$ cat config.mk
export PLATFORM = sky130hd
export DESIGN_NAME = debug_frame_sender
export DESIGN_NICKNAME = d
export VERILOG_FILES = /design/src/rtl/debug_frame_sender.sv
export SDC_FILE = /design/constraint.sdc
export NUM_CORES = 1
export LEC_CHECK = 0
export ABC_AREA = 1
export CORE_MARGIN = 3
export CORE_UTILIZATION = 48
export CTS_CLUSTER_DIAMETER = 100
export CTS_CLUSTER_SIZE = 40
export DETAILED_ROUTE_END_ITERATION = 16
export PLACE_DENSITY = 0.77
export SKIP_CTS_REPAIR_TIMING = 1
export SYNTH_ARGS = -nofsm -noshare
export SYNTH_HDL_FRONTEND = slang
export SYNTH_SLANG_ARGS = --single-unit
$ cat constraint.sdc
create_clock -name clk -period 1.9 [get_ports clk]
set_clock_uncertainty 0.05 [all_clocks]
set_input_delay 0.57 -clock clk [delete_from_list [all_inputs] [get_ports clk]]
set_output_delay 0.57 -clock clk [all_outputs]
set_load 0.01 [all_outputs]
$ cat src/rtl/debug_frame_sender.sv
// Snapshots NUM_CH debug channels on request and streams them byte-wise to a UART
// as a framed packet: A5, mask, {id, data LSB-first} per enabled channel, XOR checksum.
module debug_frame_sender #(
  parameter int NUM_CH     = 4,
  parameter int CH_BYTES   = 16,
  parameter int TX_TIMEOUT = 65535
) (
  input  logic                         clk,
  input  logic                         reset,
  input  logic                         start,
  input  logic [NUM_CH-1:0]            ch_mask,
  input  logic [NUM_CH*CH_BYTES*8-1:0] ch_data,
  input  logic                         abort,
  input  logic                         tx_done,
  output logic                         tx_start,
  output logic [7:0]                   tx_data,
  output logic                         busy,
  output logic                         done,
  output logic                         error
);

  localparam int CW   = $clog2(NUM_CH) + 1;
  localparam int BW   = $clog2(CH_BYTES) + 1;
  localparam int CSEL = (NUM_CH > 1) ? $clog2(NUM_CH) : 1;
  localparam int BSEL = (CH_BYTES > 1) ? $clog2(CH_BYTES) : 1;

  localparam logic [CW-1:0] CH_END    = CW'(NUM_CH);
  localparam logic [BW-1:0] BYTE_LAST = BW'(CH_BYTES - 1);
  localparam logic [31:0]   WD_LAST   = 32'(TX_TIMEOUT - 1);
  localparam bit            WD_ON     = (TX_TIMEOUT != 0);

  typedef enum logic [2:0] {
    S_IDLE,
    S_SEND,
    S_WAIT,
    S_NEXT,
    S_FINISH
  } state_t;

  typedef enum logic [2:0] {
    PH_SOF,
    PH_MASK,
    PH_ID,
    PH_DATA,
    PH_CSUM
  } phase_t;

  state_t                                  state_q;
  phase_t                                  phase_q;
  logic [CW-1:0]                           ch_idx_q;
  logic [BW-1:0]                           byte_idx_q;
  logic [NUM_CH-1:0]                       mask_q;
  logic [NUM_CH-1:0][CH_BYTES-1:0][7:0]    snap_q;
  logic [7:0]                              csum_q;
  logic [31:0]                             wd_cnt_q;
  logic                                    tx_start_q;
  logic [7:0]                              tx_data_q;
  logic                                    busy_q;
  logic                                    done_q;
  logic                                    error_q;

  logic [CW-1:0]   search_from;
  logic [CW-1:0]   nxt_ch;
  logic [7:0]      mask_byte;
  logic [7:0]      cur_byte;
  logic [CSEL-1:0] ch_sel;
  logic [BSEL-1:0] byte_sel;

  assign ch_sel   = ch_idx_q[CSEL-1:0];
  assign byte_sel = byte_idx_q[BSEL-1:0];

  // Lowest enabled channel at or above search_from; CH_END when none is left.
  always_comb begin
    search_from = (phase_q == PH_MASK) ? '0 : ch_idx_q + 1'b1;
    nxt_ch      = CH_END;
    for (int k = NUM_CH - 1; k >= 0; k--) begin
      if (CW'(k) >= search_from && mask_q[k]) begin
        nxt_ch = CW'(k);
      end
    end
  end

  always_comb begin
    mask_byte                = '0;
    mask_byte[NUM_CH-1:0]    = mask_q;
    case (phase_q)
      PH_SOF:  cur_byte = 8'hA5;
      PH_MASK: cur_byte = mask_byte;
      PH_ID:   cur_byte = 8'(ch_idx_q);
      PH_DATA: cur_byte = snap_q[ch_sel][byte_sel];
      default: cur_byte = csum_q;
    endcase
  end

  always_ff @(posedge clk or negedge reset) begin
    if (!reset) begin
      state_q    <= S_IDLE;
      phase_q    <= PH_SOF;
      ch_idx_q   <= '0;
      byte_idx_q <= '0;
      mask_q     <= '0;
      snap_q     <= '0;
      csum_q     <= '0;
      wd_cnt_q   <= '0;
      tx_start_q <= 1'b0;
      tx_data_q  <= '0;
      busy_q     <= 1'b0;
      done_q     <= 1'b0;
      error_q    <= 1'b0;
    end else if (abort && state_q != S_IDLE) begin
      state_q    <= S_IDLE;
      tx_start_q <= 1'b0;
      busy_q     <= 1'b0;
      done_q     <= 1'b0;
    end else begin
      case (state_q)
        S_IDLE: begin
          tx_start_q <= 1'b0;
          done_q     <= 1'b0;
          if (start) begin
            snap_q     <= ch_data;
            mask_q     <= ch_mask;
            error_q    <= 1'b0;
            csum_q     <= '0;
            phase_q    <= PH_SOF;
            ch_idx_q   <= '0;
            byte_idx_q <= '0;
            busy_q     <= 1'b1;
            state_q    <= S_SEND;
          end
        end

        S_SEND: begin
          tx_start_q <= 1'b1;
          tx_data_q  <= cur_byte;
          wd_cnt_q   <= '0;
          state_q    <= S_WAIT;
        end

        S_WAIT: begin
          tx_start_q <= 1'b0;
          if (tx_done) begin
            state_q <= S_NEXT;
          end else begin
            if (wd_cnt_q != '1) begin
              wd_cnt_q <= wd_cnt_q + 32'd1;
            end
            // wd_cnt_q holds the WAIT cycles before this one
            if (WD_ON && wd_cnt_q >= WD_LAST) begin
              error_q <= 1'b1;
              busy_q  <= 1'b0;
              state_q <= S_IDLE;
            end
          end
        end

        S_NEXT: begin
          if (phase_q != PH_SOF && phase_q != PH_CSUM) begin
            csum_q <= csum_q ^ tx_data_q;
          end
          state_q <= S_SEND;
          case (phase_q)
            PH_SOF: phase_q <= PH_MASK;
            PH_MASK: begin
              if (nxt_ch != CH_END) begin
                ch_idx_q <= nxt_ch;
                phase_q  <= PH_ID;
              end else begin
                phase_q <= PH_CSUM;
              end
            end
            PH_ID: begin
              byte_idx_q <= '0;
              phase_q    <= PH_DATA;
            end
            PH_DATA: begin
              if (byte_idx_q == BYTE_LAST) begin
                if (nxt_ch != CH_END) begin
                  ch_idx_q <= nxt_ch;
                  phase_q  <= PH_ID;
                end else begin
                  phase_q <= PH_CSUM;
                end
              end else begin
                byte_idx_q <= byte_idx_q + 1'b1;
              end
            end
            default: begin
              done_q  <= 1'b1;
              state_q <= S_FINISH;
            end
          endcase
        end

        S_FINISH: begin
          done_q  <= 1'b0;
          busy_q  <= 1'b0;
          state_q <= S_IDLE;
        end

        default: state_q <= S_IDLE;
      endcase
    end
  end

  assign tx_start = tx_start_q;
  assign tx_data  = tx_data_q;
  assign busy     = busy_q;
  assign done     = done_q;
  assign error    = error_q;

endmodule

==> results.cfg, run 1 <==
[logic_synthesis]
ys_warn_count = 0
synthesis.nets = 4493
synth.cell_area_um2 = 28700
synth_cell_types = 40
synth.avg_cell_area_um2 = 7.23
synth_edf_count = 0
synth_area_leaders = dfrtp_1 (51%), nand2_1 (31%), nand3_1 (7.7%)
synth-seq-cells = 582
async_flop_share_pct = 100
ys_seq_area_share_pct = 50.8
synthFlopType = dfrtp_1
netlist_instances = 3967
synth.largest_area_cell = dfrtp_1
synth_top_area_share_pct = 50.8

[run_status]
status = finished with violations
violations = negative setup slack

[clock_tree]
cts-root-buf = clkbuf_16
clk_latency_ps = 600
path_clk_slew_ps = 150
clock_path_buffers = 3
htree_levels = 1
cts_sinks = 582
cts_tree = done
numCtsBuffers = 22

[global_route]
antenna_found_initial = 15
grt_pass1_vias = 27300
grt_max_degree = 72
gr-total-overflow = 0
grt_first_pass_wirelength_um = 150000
grt_usage_pct = 30.3

[worst_setup_path]
start_kind = flip-flop
slowest_stage = dfrtp_4
required_ps = 2370
worstPathCellList = buf_12, buf_8, clkbuf_16, nand2_1, nand3_1, nand3_1, nand2_1, nand2_1, nand2_2, nand2_1, nand2_1, inv_1, nand2_1, nand2_1, a21oi_1
end_kind = flip-flop
cpMostUsedCell = nand2_1
path_class = reg2reg
worstPathArrival_ps = 2630
cp_max_fo = 8
max_stage_delay_ps = 570

[routing]
vias = 28600
totalWireLength_um = 99600
avgViaCountPerCell = 5.34
drc = 0
dr.pass1.iters = 6
wl_per_cell_um = 18.6
first_iter_violations = 3096
antenna_left = 0

[sta]
fmax_mhz = 461
setup_tns_ps = -1950
holdWs_ps = 371
drv_slew = 0
rsz0062_at_grt = yes
worst_slack_ps = -270
worstMarginPinSlew_ps = 399
fin_crit_ps = 2170
setup_viol = 13
slew_headroom_pct = 73.4
fin_crit_sh_pct = 114
hold_viol_final = 0

[job]
drv_cap = 0

[final_layout]
drive_gt1_share_pct = 10.1
area_delta_synth_final_pct = 33.3
stdcell_count = 5351
nets = 5088
design_area_um2 = 38300

[placement]
place_inst = 5249
portBuffers = 532
dp_hpwl_um = 73400
place_area_um2 = 36300
post-place-ws_ps = -304
gp_congestion = 0.938

[die]
coreArea_um2 = 58500
io_pins = 533
die_h_um = 250
die_w_um = 250
rows = 88
die_area_um2 = 62700
start_util_pct = 49.1

[pwr]
pwr_density_cell_nw_per_um2 = 1450
peakVddDrop_mv = 0.810
p_leak_uw = 0.0194

[worst_hold_path]
hold_path_class = in2async
-- path summary, 6_finish.rpt --
path / from / end / slack, ps / depth (start not counted)
setup / recovery: ch_idx_q[0] / tx_data[2] / -270 / 15
hold / removal: reset / snap_q[35] / 370 / 2
setup reg to reg: ch_idx_q[0] / tx_data[2] / -270 / 15
hold reg to reg: csum_q[2] / csum_q[2] / 430 / 1
max in group asynchronous: reset / snap_q[245] / 590 / 4
min in group clk: ch_data[323] / snap_q[323] / 410 / 3
-- cells by family (layout without fill, tap and decap cells) --
family,after synthesis,in the layout,synth area share (%)
AND/OR/NAND/NOR,2967,2967,41.2
flip-flops,582,582,50.8
buffers and inverters,313,920,5.49
AO/OA/AOI/OAI,78,78,1.62
XOR/XNOR,22,22,0.672
adder cells (fa/ha/maj),5,5,0.218
other,0,12,0
-- Yosys cell counts (all sizes together), types with 4 or more instances --
cell    count
nand2    2403
dfrtp     582
nand3     440
buf       197
nor2       83
inv        73
clkbuf     42
o21ai      30
nor3       26
a21oi      24
xor2       12
nand4      10
o31ai      10
xnor2      10
a211oi      5
ha          5
or2         4
-- report_power, final --
part	internal, uW	switching [uW]	leakage [uW]
Sequential	17900	3360	0.00725
Clock	2620	4370	0.000389
Combinational	11100	16200	0.0118
-- cell usage in the layout (no fill, tap or decap), types with 12 or more instances in the layout --
| cell type | Yosys | routed |
|---|---|---|
| inv_1 | 59 | 54 |
| inv_2 | 13 | 14 |
| a21oi_1 | 21 | 20 |
| dfrtp_1 | 582 | 570 |
| nand3_2 | 1 | 31 |
| nor2_1 | 75 | 69 |
| o21ai_1 | 16 | 17 |
| diode_2 | 0 | 12 |
| buf_4 | 38 | 175 |
| nor3_1 | 21 | 17 |
| xor2_1 | 12 | 12 |
| clkdlybuf4s50_1 | 0 | 519 |
| nand2_2 | 5 | 41 |
| nand3_1 | 439 | 408 |
| nand2_1 | 2398 | 2361 |
| o21ai_0 | 14 | 12 |
| buf_12 | 0 | 69 |
| clkbuf_16 | 0 | 37 |
-- state kept, by name (all words and copies together), names as in the netlist --
| name | flops |
|---|---|
| snap_q | 512 |
| wd_cnt_q | 32 |
| csum_q | 8 |
| tx_data | 8 |
| byte_idx_q | 5 |
| mask_q | 4 |
| ch_idx_q | 3 |
| phase_q | 3 |
| state_q | 3 |
| busy | 1 |
| done | 1 |
| error | 1 |
| tx_start | 1 |
-- cell type report --
cell class                      instances  area [um2]
Sequential cell                       582       14600
Timing Repair Buffer                  809        8660
Clock inverter                         12         225
Tap cell                              765         957
Timing Repair inverter                  1        16.3
Clock buffer                           24         589
Antenna cell                           12        30.0
Fill cell                            4964       20200
Multi-Input combinational cell       3072       12900
Inverter                               74         307
-- metrics by stage --
stage	power [uW]	util, %
3_5_place_dp	46200	62.0
3_3_place_gp	45600	62.0
5_1_grt	59500	65.4
2_1_floorplan	36000	-
6_report	55500	65.4
4_1_cts	53300	63.4
-- layer usage --
layer  share of wire, %  track usage (%)
met1                 41             41.9
met2                 47             48.6
met3                7.3             3.08
met4                4.6             13.4
met5              0.025                0
-- critical path: cells and delay by family, from the launching register on --
kind	cells	cell delay, ps
AND/OR/NAND/NOR	10	840
AO/OA/AOI/OAI	1	70
flip-flops	1	570
buffers and inverters	4	540
Note: power is estimated with default switching activity, not from simulation.
==> run 2, diff against run 1 <==
--- a/config.mk
+++ b/config.mk
@@ -11,6 +11,7 @@
 export CTS_CLUSTER_DIAMETER = 100
 export CTS_CLUSTER_SIZE = 40
 export DETAILED_ROUTE_END_ITERATION = 16
+export MAX_ROUTING_LAYER = met4
 export PLACE_DENSITY = 0.77
 export SKIP_CTS_REPAIR_TIMING = 1
 export SYNTH_ARGS = -nofsm -noshare
==> results.cfg, run 2 (same netlist as run 1, synthesis figures left out) <==
[routing]
antenna_left = 0
vias = 28400
wl_per_cell_um = 18.5
avgViaCountPerCell = 5.33
totalWireLength_um = 98600
drc = 0
first_iter_violations = 2993
dr.pass1.iters = 6

[final_layout]
reg_top3 = snap_q (512), wd_cnt_q (32)
area_delta_synth_final_pct = 31.4
final_util_pct = 64.5
largest_reg_flops = 512
regMostFlops = snap_q
nets = 5060
most-common-layout-cells = nand2_1 (2379), dfrtp_1 (570), clkdlybuf4s50_1 (519), nand3_1 (435), buf_4 (170)
drive_gt1_share_pct = 8.78
layout_commonest_cell = nand2_1
n_fill_cell = 4983

[global_route]
antenna_found_initial = 15
grt_usage_pct = 31.2
gr-total-overflow = 0
grt_first_pass_wirelength_um = 150000
grt_max_degree = 72
grt_pass1_vias = 27200

[clock_tree]
cts_sinks = 582
path_clk_slew_ps = 130
cts-root-buf = clkbuf_16
numCtsBuffers = 22
clock_path_buffers = 3
clk_latency_ps = 610
htree_levels = 1
cts_tree = done

[worst_setup_path]
r2r-end = tx_data[3]
r2r_cells = 12
ff2ff_setup_slack_ps = -320
cpMostUsedCell = nand2_1
path_class = reg2reg
start_kind = flip-flop
required_ps = 2360
worstPathCellList = buf_6, buf_12, nand2_1, nand3_1, nand3_1, nand2_1, nand2_1, nand3_1, nand3_1, nand2_1, nand2_1, a21oi_1
end_kind = flip-flop
max_stage_delay_ps = 530
cp_max_fo = 45
path_buf_inv = 2
cp_top_family = simple AND/OR/NAND/NOR gates
reg2reg_from = ch_idx_q[0]
slowest_stage = dfrtp_4
worstPathArrival_ps = 2680

[run_status]
status = finished with violations
violations = negative setup slack

[sta]
fmax_mhz = 451
setup_viol = 13
worstMarginPinSlew_ps = 504
slew_headroom_pct = 66.3
hold_viol_final = 0
worst_slack_ps = -318
fin_crit_sh_pct = 117
setup_tns_ps = -2930
fin_crit_ps = 2220
rsz0062_at_grt = yes
drv_slew = 0

[pwr]
p_leak_uw = 0.0191
peakVddDrop_mv = 0.880
pwr_density_cell_nw_per_um2 = 1440

[die]
die_w_um = 250
io_pins = 533
die_h_um = 250
rows = 88
coreArea_um2 = 58500
start_util_pct = 49.1
die_area_um2 = 62700

[placement]
gp_congestion = 0.953
dp_hpwl_um = 73000
portBuffers = 532

[job]
drv_cap = 0

[worst_hold_path]
hold_path_class = in2async
==> run 2: final cells by class <==
class	instances	area, um2	share of cell area (%)
flip-flops and latches	582	14600	38.7
multi-input cells	3073	12900	34.1
repair buffers	781	8170	21.7
well taps	765	957	2.54
clock buffers	22	551	1.46
inverters	74	309	0.820
clock inverters	14	229	0.607
diodes	16	40.0	0.106
==> run 2: power breakdown <==
group	switching, uW	total (uW)	internal (uW)
Clock	4340	6720	2380
Combinational	15900	26200	10300
Sequential	3320	21200	17900
==> run 2: per-stage QoR <==
stage	power (uW)	instance area, um2	hold WS, ps	cells	setup slack, ps
after detailed placement	46000	36200	408	5249	-329
after global placement	45300	36200	410	5249	-349
after CTS	52700	37000	-239	5285	-425
after floorplan	36000	28700	224	3967	4.66
final	54100	37700	373	5327	-318
after global routing	58100	37700	393	5326	-390
==> run 2: worst max path at each step <==
stage,start,end,slack [ps],depth (start not counted)
floorplan,byte_idx_q[3],phase_q[1],5,11
global placement,start,byte_idx_q[3],-350,10
detailed placement,start,byte_idx_q[3],-330,10
CTS,tx_data[0],tx_data[0],-430,1
global route,ch_idx_q[0],tx_data[4],-390,14
finish,ch_idx_q[0],tx_data[3],-320,12
==> run 2: routing by layer <==
layer  GRT usage, %  vias to the layer above  routed length, um
met4           10.9                        0               3650
met1           41.6                    13500              40500
li1               -                    13400                  -
met3           3.99                      184               7410
met2           49.4                     1297              47000
met5              -                        -                  0
==> run 3, diff against run 2 <==
--- a/config.mk
+++ b/config.mk
@@ -13,6 +13,7 @@
 export DETAILED_ROUTE_END_ITERATION = 16
 export MAX_ROUTING_LAYER = met4
 export PLACE_DENSITY = 0.77
+export SETUP_SLACK_MARGIN = 0.3
 export SKIP_CTS_REPAIR_TIMING = 1
 export SYNTH_ARGS = -nofsm -noshare
 export SYNTH_HDL_FRONTEND = slang
==> results.cfg, run 3 (same netlist as run 1, synthesis figures left out) <==
[routing]
first_iter_violations = 3199
wl_per_cell_um = 19.9
totalWireLength_um = 106000
antenna_left = 0
avgViaCountPerCell = 5.47
drc = 0
vias = 29300
dr.pass1.iters = 6

[global_route]
grt_pass1_vias = 27300
grt_first_pass_wirelength_um = 150000
gr-total-overflow = 0
antenna_found_initial = 5
grt_max_degree = 119
grt_usage_pct = 30.9

[final_layout]
drive_gt1_share_pct = 12.8
stdcell_count = 5354
area_delta_synth_final_pct = 36.8
regMostFlops = snap_q
largest_reg_flops = 512
nets = 5095
reg_top3 = snap_q (512), wd_cnt_q (32)
layout_commonest_cell = nand2_1
final_util_pct = 67.2
most-common-layout-cells = nand2_1 (2271), dfrtp_1 (573), clkdlybuf4s50_1 (519), nand3_1 (428), buf_4 (162)

[run_status]
status = finished with violations
violations = negative setup slack

[die]
die_w_um = 250
rows = 88
coreArea_um2 = 58500
die_area_um2 = 62700
io_pins = 533
start_util_pct = 49.1
die_h_um = 250

[clock_tree]
path_clk_slew_ps = 150
clk_latency_ps = 610
cts-root-buf = clkbuf_16
htree_levels = 1
numCtsBuffers = 22
cts_tree = done
cts_sinks = 582
clock_path_buffers = 3

[pwr]
p_clk_share_pct = 11.9
switching_power_uw = 25500
switching_share_pct = 44.3
p_leak_uw = 0.0198
seq_power_share_pct = 37.2
pwr_density_cell_nw_per_um2 = 1460
power_uw = 57400
p_int_uw = 32000
peakVddDrop_mv = 0.811
power_frac_comb_pct = 50.9

[placement]
dp_hpwl_um = 71200
gp_congestion = 0.936
post-place-ws_ps = -313
place_inst = 5226
portBuffers = 532

[worst_setup_path]
cp_top_family = simple AND/OR/NAND/NOR gates
slowest_stage = dfrtp_4
worstPathCellList = clkinv_8, buf_12, clkbuf_16, nand2_1, nand3_1, nand3_1, nand2_1, nand2_1, nand3_1, nand3_1, nand2_1, nand2_1, a21oi_1
cp_max_fo = 22
required_ps = 2390
max_stage_delay_ps = 550
worstPathArrival_ps = 2640
end_kind = flip-flop
cpMostUsedCell = nand2_1
path_buf_inv = 3
start_kind = flip-flop
ff2ff_setup_slack_ps = -250
path_class = reg2reg

[sta]
worstMarginPinSlew_ps = 488
drv_slew = 0
rsz0062_at_grt = yes
hold_viol_final = 0
worst_slack_ps = -255
fmax_mhz = 464
slew_headroom_pct = 67.3
setup_viol = 27
fin_crit_sh_pct = 113
fin_crit_ps = 2150

[worst_hold_path]
hold_path_class = in2async

[job]
drv_cap = 0
==> run 3: cell count changes in the layout (fill, tap and decap cells not counted), sizes merged <==
cell / change
dlymetal6s2s: -7
clkinv: -1
buf: +19
clkbuf: +25
clkinvlp: +1
diode: -10
==> run 3: stage by stage <==
| step | hold slack, ps | TNS, ps | cell area, um2 |
|---|---|---|---|
| 6_report | 309 | -2740 | 39300 |
| 2_1_floorplan | 224 | 0 | 28800 |
| 5_1_grt | 309 | -7860 | 39300 |
| 3_3_place_gp | 371 | -119640 | 35900 |
| 3_5_place_dp | 372 | -120750 | 35900 |
| 4_1_cts | -296 | -7980 | 36700 |
==> run 3: cell type report <==
class | instances | area [um2]
Antenna cell | 6 | 15.0
Fill cell | 4768 | 19200
Inverter | 74 | 333
Timing Repair Buffer | 813 | 8960
Sequential cell | 582 | 14600
Multi-Input combinational cell | 3073 | 13600
Tap cell | 765 | 957
Clock buffer | 27 | 591
Clock inverter | 11 | 211
Timing Repair inverter | 3 | 38.8
==> run 3: final timing paths <==
path,depth (start not counted),end,from
max in group asynchronous,4,snap_q[277],reset
min in group clk,3,snap_q[220],ch_data[220]
worst max-delay path,13,tx_data[0],ch_idx_q[0]
worst max register to register,13,tx_data[0],ch_idx_q[0]
worst min register to register,1,csum_q[1],csum_q[1]
worst min-delay path,2,snap_q[84],reset
==> run 3: per-layer routing <==
layer  vias to the layer above  wire, um  track usage (%)
li1                      13500         -                -
met1                     13900     41000             40.0
met3                       276      9110             3.74
met4                         0      5370             12.6
met2                      1603     50900             49.8
met5                         -         0                -
==> run 3: power by group through the flow <==
stage	Combinational (uW)	Clock, uW	Sequential, uW
final	29200	6850	21300
after global placement	24000	0	21100
after detailed placement	24600	0	21200
after CTS	24700	6950	21000
after global routing	31900	7300	21900
after floorplan	15800	0	20300
==> edit, RTL diff (settings of run 2) <==
The parameter `CH_BYTES` goes from 16 to 8.
--- a/src/rtl/debug_frame_sender.sv
+++ b/src/rtl/debug_frame_sender.sv
@@ -2,7 +2,7 @@
 // as a framed packet: A5, mask, {id, data LSB-first} per enabled channel, XOR checksum.
 module debug_frame_sender #(
   parameter int NUM_CH     = 4,
-  parameter int CH_BYTES   = 16,
+  parameter int CH_BYTES   = 8,
   parameter int TX_TIMEOUT = 65535
 ) (
   input  logic                         clk,
Interface: changed (resized ch_data); port bits go from 533 to 277. The function was not compared with the original's and may differ.
==> edit against run 2 <==
The flow still finishes with violations (negative setup slack). Final area fell by 42%. Synthesized area fell by 43%. Maximum frequency rose by 11%. Die area fell by 42%. Clock power fell by 36%. Routed wire length fell by 46%. Setup slack improved by 0.22 ns. Power fell by 45%. Sequential cell count fell by 257. Utilization rose by 0.21 points. Largest cell class unchanged. Highest routed layer unchanged.
==> edit: results (changes against run 2) <==
Outcome
  • Status: finished with violations (unchanged)
  • Failing checks: negative setup slack (unchanged)

Global routing
  • Antenna violations before repair: 3 (was 15)
  • Tot GR Track Use: 29.23% (was 31.15%)
  • Met1 usage in global routing: 39.55% (was 41.56%)
  • Met3 Track Usage GR: 4.283% (was 3.987%)
  • First-pass GRT wire length: 82310 um (was 150400 um)
  • Number of global-route vias before repair: 15350 (was 27240)

Power and ir drop
  • Clk pwr share: 14.3% (was 12.4%)
  • Psw: 12.52 mW (was 23.54 mW)
  • Comb pwr share: 47.3% (was 48.4%)
  • Leakage power: 10.82 nW (was 19.13 nW)
  • Worst IR drop on VDD: 817.0 uV (was 879.9 uV)

Final layout
  • Layout cells sized above 1: 11.47% (was 8.777%)
  • Non-Clock Buffer Count: 415 (was 781)
  • Design Area, Final: 21740 um2 (was 37700 um2)
  • Fillers: 2834 (was 4983)
  • Clock buffer count: 15 (was 22)
  • Layout net count: 2860 (was 5060)
  • # diodes: 3 (was 16)
  • Signal buf overhead: 20.25% (was 21.67%)
  • Inverters: 59 (was 74)
  • Layout Cells excl Fill: 3049 (was 5327)

STA
  • TNS Setup: -0.4658 ns (was -2.935 ns)
  • Final worst setup slack: -0.09473 ns (was -0.3184 ns)
  • Final count of negative-setup-slack endpoints: 9 (was 13)

Placement
  • Dpl ws: -0.2483 ns (was -0.3291 ns)
  • Cell Area, Placed: 20430 um2 (was 36200 um2)
  • Hpwl dp: 38560 um (was 73040 um)

Detailed routing
  • Pre-antenna DRT Iters: 5 (was 6)
  • Wire length on met3: 3379 um (was 7410 um)
  • Vias: 16090 (was 28390)
  • Met1 wire length: 22710 um (was 40480 um)
  • Wirelength per Cell: 17.42 um (was 18.51 um)
  • Routed length on met2: 25140 um (was 47050 um)

Logic synthesis
  • Post-synth top cells: nand2_1, dfrtp_1, nand3_1, nor2_1, clkbuf_1 (was nand2_1, dfrtp_1, nand3_1, buf_2, nor2_1)
  • Sequential share of the synthesized area: 49.68% (was 50.76%)
  • Post-Synth XOR/XNOR Area: 1.230% (was 0.6716%)

Clock tree
  • CTS Buf Count: 14 (was 22)
  • Clock sink total: 325 (was 582)

Critical path
  • Worst Path Arrival: 2.38 ns (was 2.68 ns)
-- edit: changes by cell type after synthesis, sizes merged, moves of 4 or more --
cell	before	now
nand2	2403	1308
dfrtp	582	325
nand3	440	223
buf	197	57
clkbuf	42	63
inv	73	56
nor2	83	98
o21ai	30	41
o31ai	10	0
a21oi	24	30
xor2	12	17
nor3	26	22
xnor2	10	6
-- edit: worst paths after layout --
kind / from / end / cells past startpoint
worst max-delay path: ch_idx_q[0]$_DFFE_PN0P_ / tx_data[2]$_DFFE_PN0P_ / 12
worst min-delay path: reset / snap_q[248]$_DFFE_PN0P_ / 2
worst max register to register: ch_idx_q[0]$_DFFE_PN0P_ / tx_data[2]$_DFFE_PN0P_ / 12
worst min register to register: snap_q[246]$_DFFE_PN0P_ / snap_q[246]$_DFFE_PN0P_ / 2
max in group asynchronous: reset / ch_idx_q[0]$_DFFE_PN0P_ / 3
min in group clk: snap_q[246]$_DFFE_PN0P_ / snap_q[246]$_DFFE_PN0P_ / 2
